===== config.mk =====
export PLATFORM = sky130hd
export DESIGN_NAME = alu_multiciclo
export DESIGN_NICKNAME = d
export VERILOG_FILES = /design/src/rtl/alu_pkg.sv /design/src/rtl/alu_comb_nbits.sv /design/src/rtl/alu_multiciclo.sv
export SDC_FILE = /design/constraint.sdc
export NUM_CORES = 1
export LEC_CHECK = 0
export BUFFER_PORTS_ARGS = -buffer_cell sky130_fd_sc_hd__buf_2
export CAP_MARGIN = 40
export CORE_MARGIN = 4
export CORE_UTILIZATION = 64
export CTS_CLUSTER_DIAMETER = 150
export DETAILED_ROUTE_END_ITERATION = 6
export PLACE_DENSITY = 0.95
export SLEW_MARGIN = 20
export SYNTH_ARGS = -nofsm -noshare
export SYNTH_HDL_FRONTEND = slang
export SYNTH_SLANG_ARGS = --single-unit

===== constraint.sdc =====
create_clock -name clk_i -period 5.98 [get_ports clk_i]
set_clock_uncertainty 0.2 [all_clocks]
set_input_delay 1.196 -clock clk_i [delete_from_list [all_inputs] [get_ports clk_i]]
set_output_delay 1.196 -clock clk_i [all_outputs]
set_load 0.05 [all_outputs]

===== src/rtl/alu_pkg.sv =====
// Shared opcode encodings, FSM state type and operation classification for the
// multi-cycle ALU.
package alu_pkg;

    localparam logic [3:0] OP_AND   = 4'b0000;
    localparam logic [3:0] OP_OR    = 4'b0001;
    localparam logic [3:0] OP_ADD   = 4'b0010;
    localparam logic [3:0] OP_XOR   = 4'b0011;
    localparam logic [3:0] OP_NOR   = 4'b0100;
    localparam logic [3:0] OP_SLTU  = 4'b0101;
    localparam logic [3:0] OP_SUB   = 4'b0110;
    localparam logic [3:0] OP_SLT   = 4'b0111;
    localparam logic [3:0] OP_SLL   = 4'b1000;
    localparam logic [3:0] OP_SRL   = 4'b1001;
    localparam logic [3:0] OP_SRA   = 4'b1010;
    localparam logic [3:0] OP_RSV   = 4'b1011;
    localparam logic [3:0] OP_MUL   = 4'b1100;
    localparam logic [3:0] OP_MULHU = 4'b1101;
    localparam logic [3:0] OP_DIVU  = 4'b1110;
    localparam logic [3:0] OP_REMU  = 4'b1111;

    typedef enum logic [1:0] {
        IDLE = 2'd0,
        RUN  = 2'd1,
        FIN  = 2'd2
    } estado_t;

    typedef enum logic [1:0] {
        CL_UNICO = 2'd0,
        CL_SHIFT = 2'd1,
        CL_MUL   = 2'd2,
        CL_DIV   = 2'd3
    } clase_t;

    // Which datapath an opcode can use; operand-dependent shortcuts
    // (shamt=0, divide by zero) are resolved by the caller.
    function automatic clase_t clase_op(input logic [3:0] op);
        clase_t cl;
        case (op)
            OP_SLL, OP_SRL, OP_SRA: cl = CL_SHIFT;
            OP_MUL, OP_MULHU:       cl = CL_MUL;
            OP_DIVU, OP_REMU:       cl = CL_DIV;
            default:                cl = CL_UNICO;
        endcase
        return cl;
    endfunction

endpackage


===== src/rtl/alu_comb_nbits.sv =====
// Purely combinational single-cycle ALU: logic ops, add/sub with carry and
// signed overflow, and signed/unsigned set-less-than.
module alu_comb_nbits
    import alu_pkg::*;
#(
    parameter int N = 32
) (
    input  logic [N-1:0] a_i,
    input  logic [N-1:0] b_i,
    input  logic [3:0]   operacion_i,
    output logic [N-1:0] res_o,
    output logic         c_o,
    output logic         overflow_o
);

    logic [N:0] suma;
    logic [N:0] resta;

    // Subtraction as a + ~b + 1 so the carry out reads as "no borrow".
    assign suma  = {1'b0, a_i} + {1'b0, b_i};
    assign resta = {1'b0, a_i} + {1'b0, ~b_i} + {{N{1'b0}}, 1'b1};

    always_comb begin
        res_o      = '0;
        c_o        = 1'b0;
        overflow_o = 1'b0;
        case (operacion_i)
            OP_AND: res_o = a_i & b_i;
            OP_OR:  res_o = a_i | b_i;
            OP_XOR: res_o = a_i ^ b_i;
            OP_NOR: res_o = ~(a_i | b_i);
            OP_ADD: begin
                res_o      = suma[N-1:0];
                c_o        = suma[N];
                overflow_o = (a_i[N-1] == b_i[N-1]) && (suma[N-1] != a_i[N-1]);
            end
            OP_SUB: begin
                res_o      = resta[N-1:0];
                c_o        = resta[N];
                overflow_o = (a_i[N-1] != b_i[N-1]) && (resta[N-1] != a_i[N-1]);
            end
            OP_SLTU: res_o = {{(N-1){1'b0}}, (a_i < b_i)};
            OP_SLT:  res_o = {{(N-1){1'b0}}, ($signed(a_i) < $signed(b_i))};
            default: res_o = '0;
        endcase
    end

endmodule


===== src/rtl/alu_multiciclo.sv =====
// Multi-cycle ALU: single-cycle ops go straight to FIN, shifts/multiply/divide
// iterate one bit per RUN cycle in a 2N-bit work register.
module alu_multiciclo
    import alu_pkg::*;
#(
    parameter int N = 32
) (
    input  logic          clk_i,
    input  logic          rst_i,
    input  logic          start_i,
    input  logic [N-1:0]  a_i,
    input  logic [N-1:0]  b_i,
    input  logic [3:0]    operacion_i,
    output logic [N-1:0]  salida_o,
    output logic          c_o,
    output logic          zero_o,
    output logic          overflow_o,
    output logic          busy_o,
    output logic          done_o,
    output estado_t       dbg_estado_o
);

    localparam int SW = $clog2(N);
    localparam int CW = SW + 1;

    estado_t        estado_q;
    logic [CW-1:0]  cnt_q;
    logic [2*N-1:0] work_q;
    logic [2*N-1:0] work_d;
    logic [N-1:0]   oper_q;
    logic [3:0]     op_q;
    logic [N-1:0]   salida_q;
    logic           c_q;
    logic           zero_q;
    logic           ovf_q;
    logic           done_q;

    logic [N-1:0]   comb_res;
    logic           comb_c;
    logic           comb_ovf;
    logic [SW-1:0]  shamt;
    clase_t         clase;
    logic           iterativo;
    logic [N-1:0]   res_unico;
    logic [N-1:0]   res_iter;
    logic [N:0]     mul_suma;
    logic [N:0]     rem_desp;
    logic [N:0]     dif;
    logic           q_bit;

    alu_comb_nbits #(.N(N)) u_comb (
        .a_i         (a_i),
        .b_i         (b_i),
        .operacion_i (operacion_i),
        .res_o       (comb_res),
        .c_o         (comb_c),
        .overflow_o  (comb_ovf)
    );

    assign shamt = b_i[SW-1:0];
    assign clase = clase_op(operacion_i);

    always_comb begin
        iterativo = 1'b0;
        case (clase)
            CL_SHIFT: iterativo = (shamt != '0);
            CL_MUL:   iterativo = 1'b1;
            CL_DIV:   iterativo = (b_i != '0);
            default:  iterativo = 1'b0;
        endcase
    end

    // Results for requests that finish in one cycle, including the
    // zero-shift and divide-by-zero shortcuts of the iterative ops.
    always_comb begin
        res_unico = comb_res;
        case (operacion_i)
            OP_DIVU:                        res_unico = '1;
            OP_REMU, OP_SLL, OP_SRL, OP_SRA: res_unico = a_i;
            default:                        res_unico = comb_res;
        endcase
    end

    // One iteration step. Multiply keeps {acc_hi, multiplier}; divide keeps
    // {remainder, dividend/quotient} and shifts a quotient bit in at the bottom.
    always_comb begin
        mul_suma = {1'b0, work_q[2*N-1:N]} + {1'b0, oper_q & {N{work_q[0]}}};
        rem_desp = {work_q[2*N-1:N], work_q[N-1]};
        dif      = rem_desp - {1'b0, oper_q};
        q_bit    = ~dif[N];
        work_d   = work_q;
        case (op_q)
            OP_SLL:           work_d = {{N{1'b0}}, work_q[N-2:0], 1'b0};
            OP_SRL:           work_d = {{N{1'b0}}, 1'b0, work_q[N-1:1]};
            OP_SRA:           work_d = {{N{1'b0}}, work_q[N-1], work_q[N-1:1]};
            OP_MUL, OP_MULHU: work_d = {mul_suma, work_q[N-1:1]};
            OP_DIVU, OP_REMU: work_d = {(q_bit ? dif[N-1:0] : rem_desp[N-1:0]),
                                        work_q[N-2:0], q_bit};
            default:          work_d = work_q;
        endcase
        res_iter = work_d[N-1:0];
        case (op_q)
            OP_MULHU, OP_REMU: res_iter = work_d[2*N-1:N];
            default:           res_iter = work_d[N-1:0];
        endcase
    end

    always_ff @(posedge clk_i) begin
        if (rst_i) begin
            estado_q <= IDLE;
            cnt_q    <= '0;
            work_q   <= '0;
            oper_q   <= '0;
            op_q     <= '0;
            salida_q <= '0;
            c_q      <= 1'b0;
            zero_q   <= 1'b0;
            ovf_q    <= 1'b0;
            done_q   <= 1'b0;
        end else begin
            done_q <= 1'b0;
            case (estado_q)
                IDLE, FIN: begin
                    if (start_i) begin
                        op_q <= operacion_i;
                        if (iterativo) begin
                            estado_q <= RUN;
                            cnt_q    <= (clase == CL_SHIFT) ? CW'(shamt) : CW'(N);
                            work_q   <= (clase == CL_MUL) ? {{N{1'b0}}, b_i}
                                                          : {{N{1'b0}}, a_i};
                            oper_q   <= (clase == CL_MUL) ? a_i : b_i;
                        end else begin
                            estado_q <= FIN;
                            salida_q <= res_unico;
                            c_q      <= comb_c;
                            ovf_q    <= comb_ovf;
                            zero_q   <= (res_unico == '0);
                            done_q   <= 1'b1;
                        end
                    end else begin
                        estado_q <= IDLE;
                    end
                end
                RUN: begin
                    work_q <= work_d;
                    cnt_q  <= cnt_q - CW'(1);
                    if (cnt_q == CW'(1)) begin
                        estado_q <= FIN;
                        salida_q <= res_iter;
                        c_q      <= 1'b0;
                        ovf_q    <= 1'b0;
                        zero_q   <= (res_iter == '0);
                        done_q   <= 1'b1;
                    end
                end
                default: estado_q <= IDLE;
            endcase
        end
    end

    assign salida_o     = salida_q;
    assign c_o          = c_q;
    assign zero_o       = zero_q;
    assign overflow_o   = ovf_q;
    assign done_o       = done_q;
    assign busy_o       = (estado_q == RUN);
    assign dbg_estado_o = estado_q;

endmodule


==> metrics.md <==
| Metric | Value |
|---|---|
| Slew headroom | `0.396` |
| Worst-path clk slew | `0.07 ns` |
| DR pass1 iterations | `7` |
| Worst hold-check path type | `flip-flop to flip-flop` |
| Worst Setup SP | `work_q[31]` |
| Worst slew pin tran | `around 0.90 ns` |
| Vias | `22357` |
| Number of enable flip-flop cells after synthesis | `0` |
| Syn Area/Cell | `6.91 um^2` |
| Net Sw Power | `1540 uW` |
| Post-Syn Nets | `~2800` |
| Worst EP arrival | `6.03 ns` |
| Setup_tns | `0 ns` |
| Maximum fanout along the worst path | `9` |
| Die height | `about 180 um` |
| Crit start category | `flip-flop` |
| PostCTS Resize Cnt | `0` |
| Pwr dens | `189 nW/um^2` |
| Vias/cell | `7.42` |
| Mapped Area | `18000 um^2` |
| Routed wire length | `approximately 76000 um` |
| Syn Inst Count | `around 2600` |
| Crit path required time | `6.13 ns` |
| Internal | `2150 uW` |
| CTS Buf Count | `17` |
| P_leak | `0.00843 uW` |
| Register area share after synthesis | `0.161` |
| Initial drt markers | `4255` |
| Cts hold-fix bufs | `0` |
| Final critical-path share of the clock period | `0.983` |
| Synth cell types | `91` |
| Core ar. | `27700 um^2` |
| Fin. max-slew vios | `0` |
| CTS tree | `done` |
| Synth async-reset ratio | `0` |
| Count of buffers from port buffering | `109` |
| Layout cells sized above 1 | `0.111` |
| WL/cell | `about 25 um` |
| Peak supply drop | `0.204 mV` |
| Root Buffer | `clkbuf_16` |
| Row cnt | `61` |
| Die width | `176 um` |
| Final setup viols | `0` |
| Final count of hold timing violations | `0` |
| Seq cells post-synth | `144` |
| Crit. End Element | `flip-flop` |
| Crit Path Category | `flip-flop to flip-flop` |
| Register share of total power | `0.297` |
| Grt ovf | `0` |
| # diodes | `0` |
| FF-to-FF Start | `work_q[31]` |
| Post-route minimum period | `5.88 ns` |
| Maximum capacitance violations | `0` |
| Longest Clk Path Bufs | `2` |
| CTS Sinks | `144` |
| First-pass GRT wire length | `116000 um` |
| Nets | `2863` |
| Clk Latency, worst-skew pair | `0.44 ns` |
| Status | `finished, violations left` |
| Routability cong. | `~1.1` |
| Top FF cell, synth | `dfxtp_1` |
| Final WS setup | `0.104 ns` |
| Number of global-route vias before repair | `20799` |
| Syn. warnings | `0` |
| Largest net degree at the start of global routing | `between 80 and 90` |
| Initial antenna violation count | `1` |
| Full die area | `30800 um^2` |
| Layout area overhead | `8.97%` |
| Residual DRC | `7` |
| Hold_sp | `salida_o[31]` |
| Initial cell density of the core | `0.648` |
| Fmax | `170 MHz` |
| Total GRT Usage | `0.470` |
| Top Ports | `110` |
| Failing checks | `DRC` |
| Comb pwr share | `0.404` |
| RSZ-0062 raised after global routing | `no` |
| CTS H-tree depth | `4` |
| Hpwl dp | `56500 um` |
| Clock share of power | `0.299` |
| Routed Antenna Nets | `0` |
| Sw Ratio | `0.417` |
| Post-CTS setup buffer count | `0` |
| Pre-CTS WS | `0.0137 ns` |
-- metal layers --
| layer | global-route usage | vias up | wire length, um |
|---|---|---|---|
| met5 | 0 | - | 11 |
| met4 | 0.297 | 2 | 6410 |
| met3 | 0.152 | 538 | 11900 |
| met2 | 0.693 | 2063 | 30900 |
| met1 | 0.592 | 10149 | 27200 |
| li1 | - | 9605 | - |
-- state kept, by name, indices dropped and copies added, names as in the netlist --
register and cells:
work_q 64, done_o 1, oper_q 32, dbg_estado_o 2
cnt_q 6, overflow_o 1, c_o 1, salida_o 32
zero_o 1, op_q 4
-- metrics by stage --
step	utilization	hold slack, ns	instance area, um^2	power (uW)	instances
2_1_floorplan	-	0.245	18000	2040	2599
6_report	0.706	0.265	19600	3700	3014
3_5_place_dp	0.683	0.253	18900	2500	2979
3_3_place_gp	0.680	0.255	18900	2450	2973
5_1_grt	0.706	0.306	19600	3810	3014
4_1_cts	0.705	0.262	19500	3580	3011
-- worst max-delay path, cell delays in order, from the launching register on --
cell and delay (ns):
dfxtp_1 0.44, inv_1 0.11, ha_1 0.19, inv_1 0.07
fa_1 0.43, a211oi_1 0.33, o211ai_1 0.17, a211oi_2 0.40
nor2_1 0.13, a41oi_4 0.36, xnor2_2 0.28, buf_6 0.24
buf_4 0.20, mux2i_1 0.19, o22ai_1 0.14, mux2i_1 0.44
nand4_1 0.44, nor4_1 0.56, nand4_1 0.22, o41ai_2 0.23
-- placed cells by master (no fill, tap or decap), types with 61 or more instances in the layout --
master and count:
ha_1 165, a211oi_1 63, buf_4 81, inv_1 149, dfxtp_1 144, o21ai_0 124, buf_2 108, o211ai_1 76
nand2_1 272, a21oi_1 271, nor2_1 291, nand3_1 61
-- synthesized netlist by cell type, types with 15 or more instances --
library cell / number / area, um^2
nor2_1: 291 / 1090
nand2_1: 273 / 1020
a21oi_1: 271 / 1360
ha_1: 165 / 2060
clkbuf_1: 159 / 597
inv_1: 149 / 559
dfxtp_1: 144 / 2880
o21ai_0: 124 / 621
o211ai_1: 76 / 571
a211oi_1: 63 / 473
nand3_1: 61 / 305
a22oi_1: 55 / 413
nor3_1: 51 / 255
and2_1: 49 / 307
a21o_1: 42 / 315
mux2i_1: 41 / 410
a31oi_1: 36 / 225
xnor2_1: 32 / 280
a221oi_1: 29 / 254
xor2_1: 26 / 228
nand4_1: 24 / 150
and3_1: 22 / 138
nor4_1: 22 / 138
o22ai_1: 21 / 131
buf_1: 20 / 75.1
o21bai_1: 19 / 143
nand2b_1: 18 / 113
nor2b_1: 18 / 113
a221o_1: 16 / 160
or2_2: 15 / 93.8
-- logic make-up after synthesis --
family	count (synthesis)	synth area share
AO/OA/AOI/OAI	935	0.353
AND/OR/NAND/NOR	887	0.227
buffers and inverters	339	0.0721
adder cells (fa/ha/maj)	179	0.125
flip-flops	144	0.161
XOR/XNOR	60	0.0301
multiplexers	55	0.0323
-- power by group through the flow --
stage / logic, uW / clock network, uW / registers [uW]
after CTS: 1410 / 1090 / 1090
after global routing: 1570 / 1140 / 1100
after global placement: 1350 / 0 / 1100
after detailed placement: 1390 / 0 / 1110
final: 1490 / 1100 / 1100
after floorplan: 913 / 0 / 1130
-- cell type report --
type	instances	area, um^2
clock buffer	18	439
clock inverter	14	154
fill	2198	8140
inverter	149	559
multi-input combinational	2116	13800
sequential	144	2880
tap	378	473
timing repair buffer	195	1250
-- final timing paths --
path / end / slack (ns) / depth (start not counted)
setup / recovery: zero_o / 0.10 / 19
hold / removal: salida_o[31] / 0.27 / 2
setup reg to reg: zero_o / 0.10 / 19
hold reg to reg: salida_o[31] / 0.27 / 2
(Power assumes the default switching activity.)
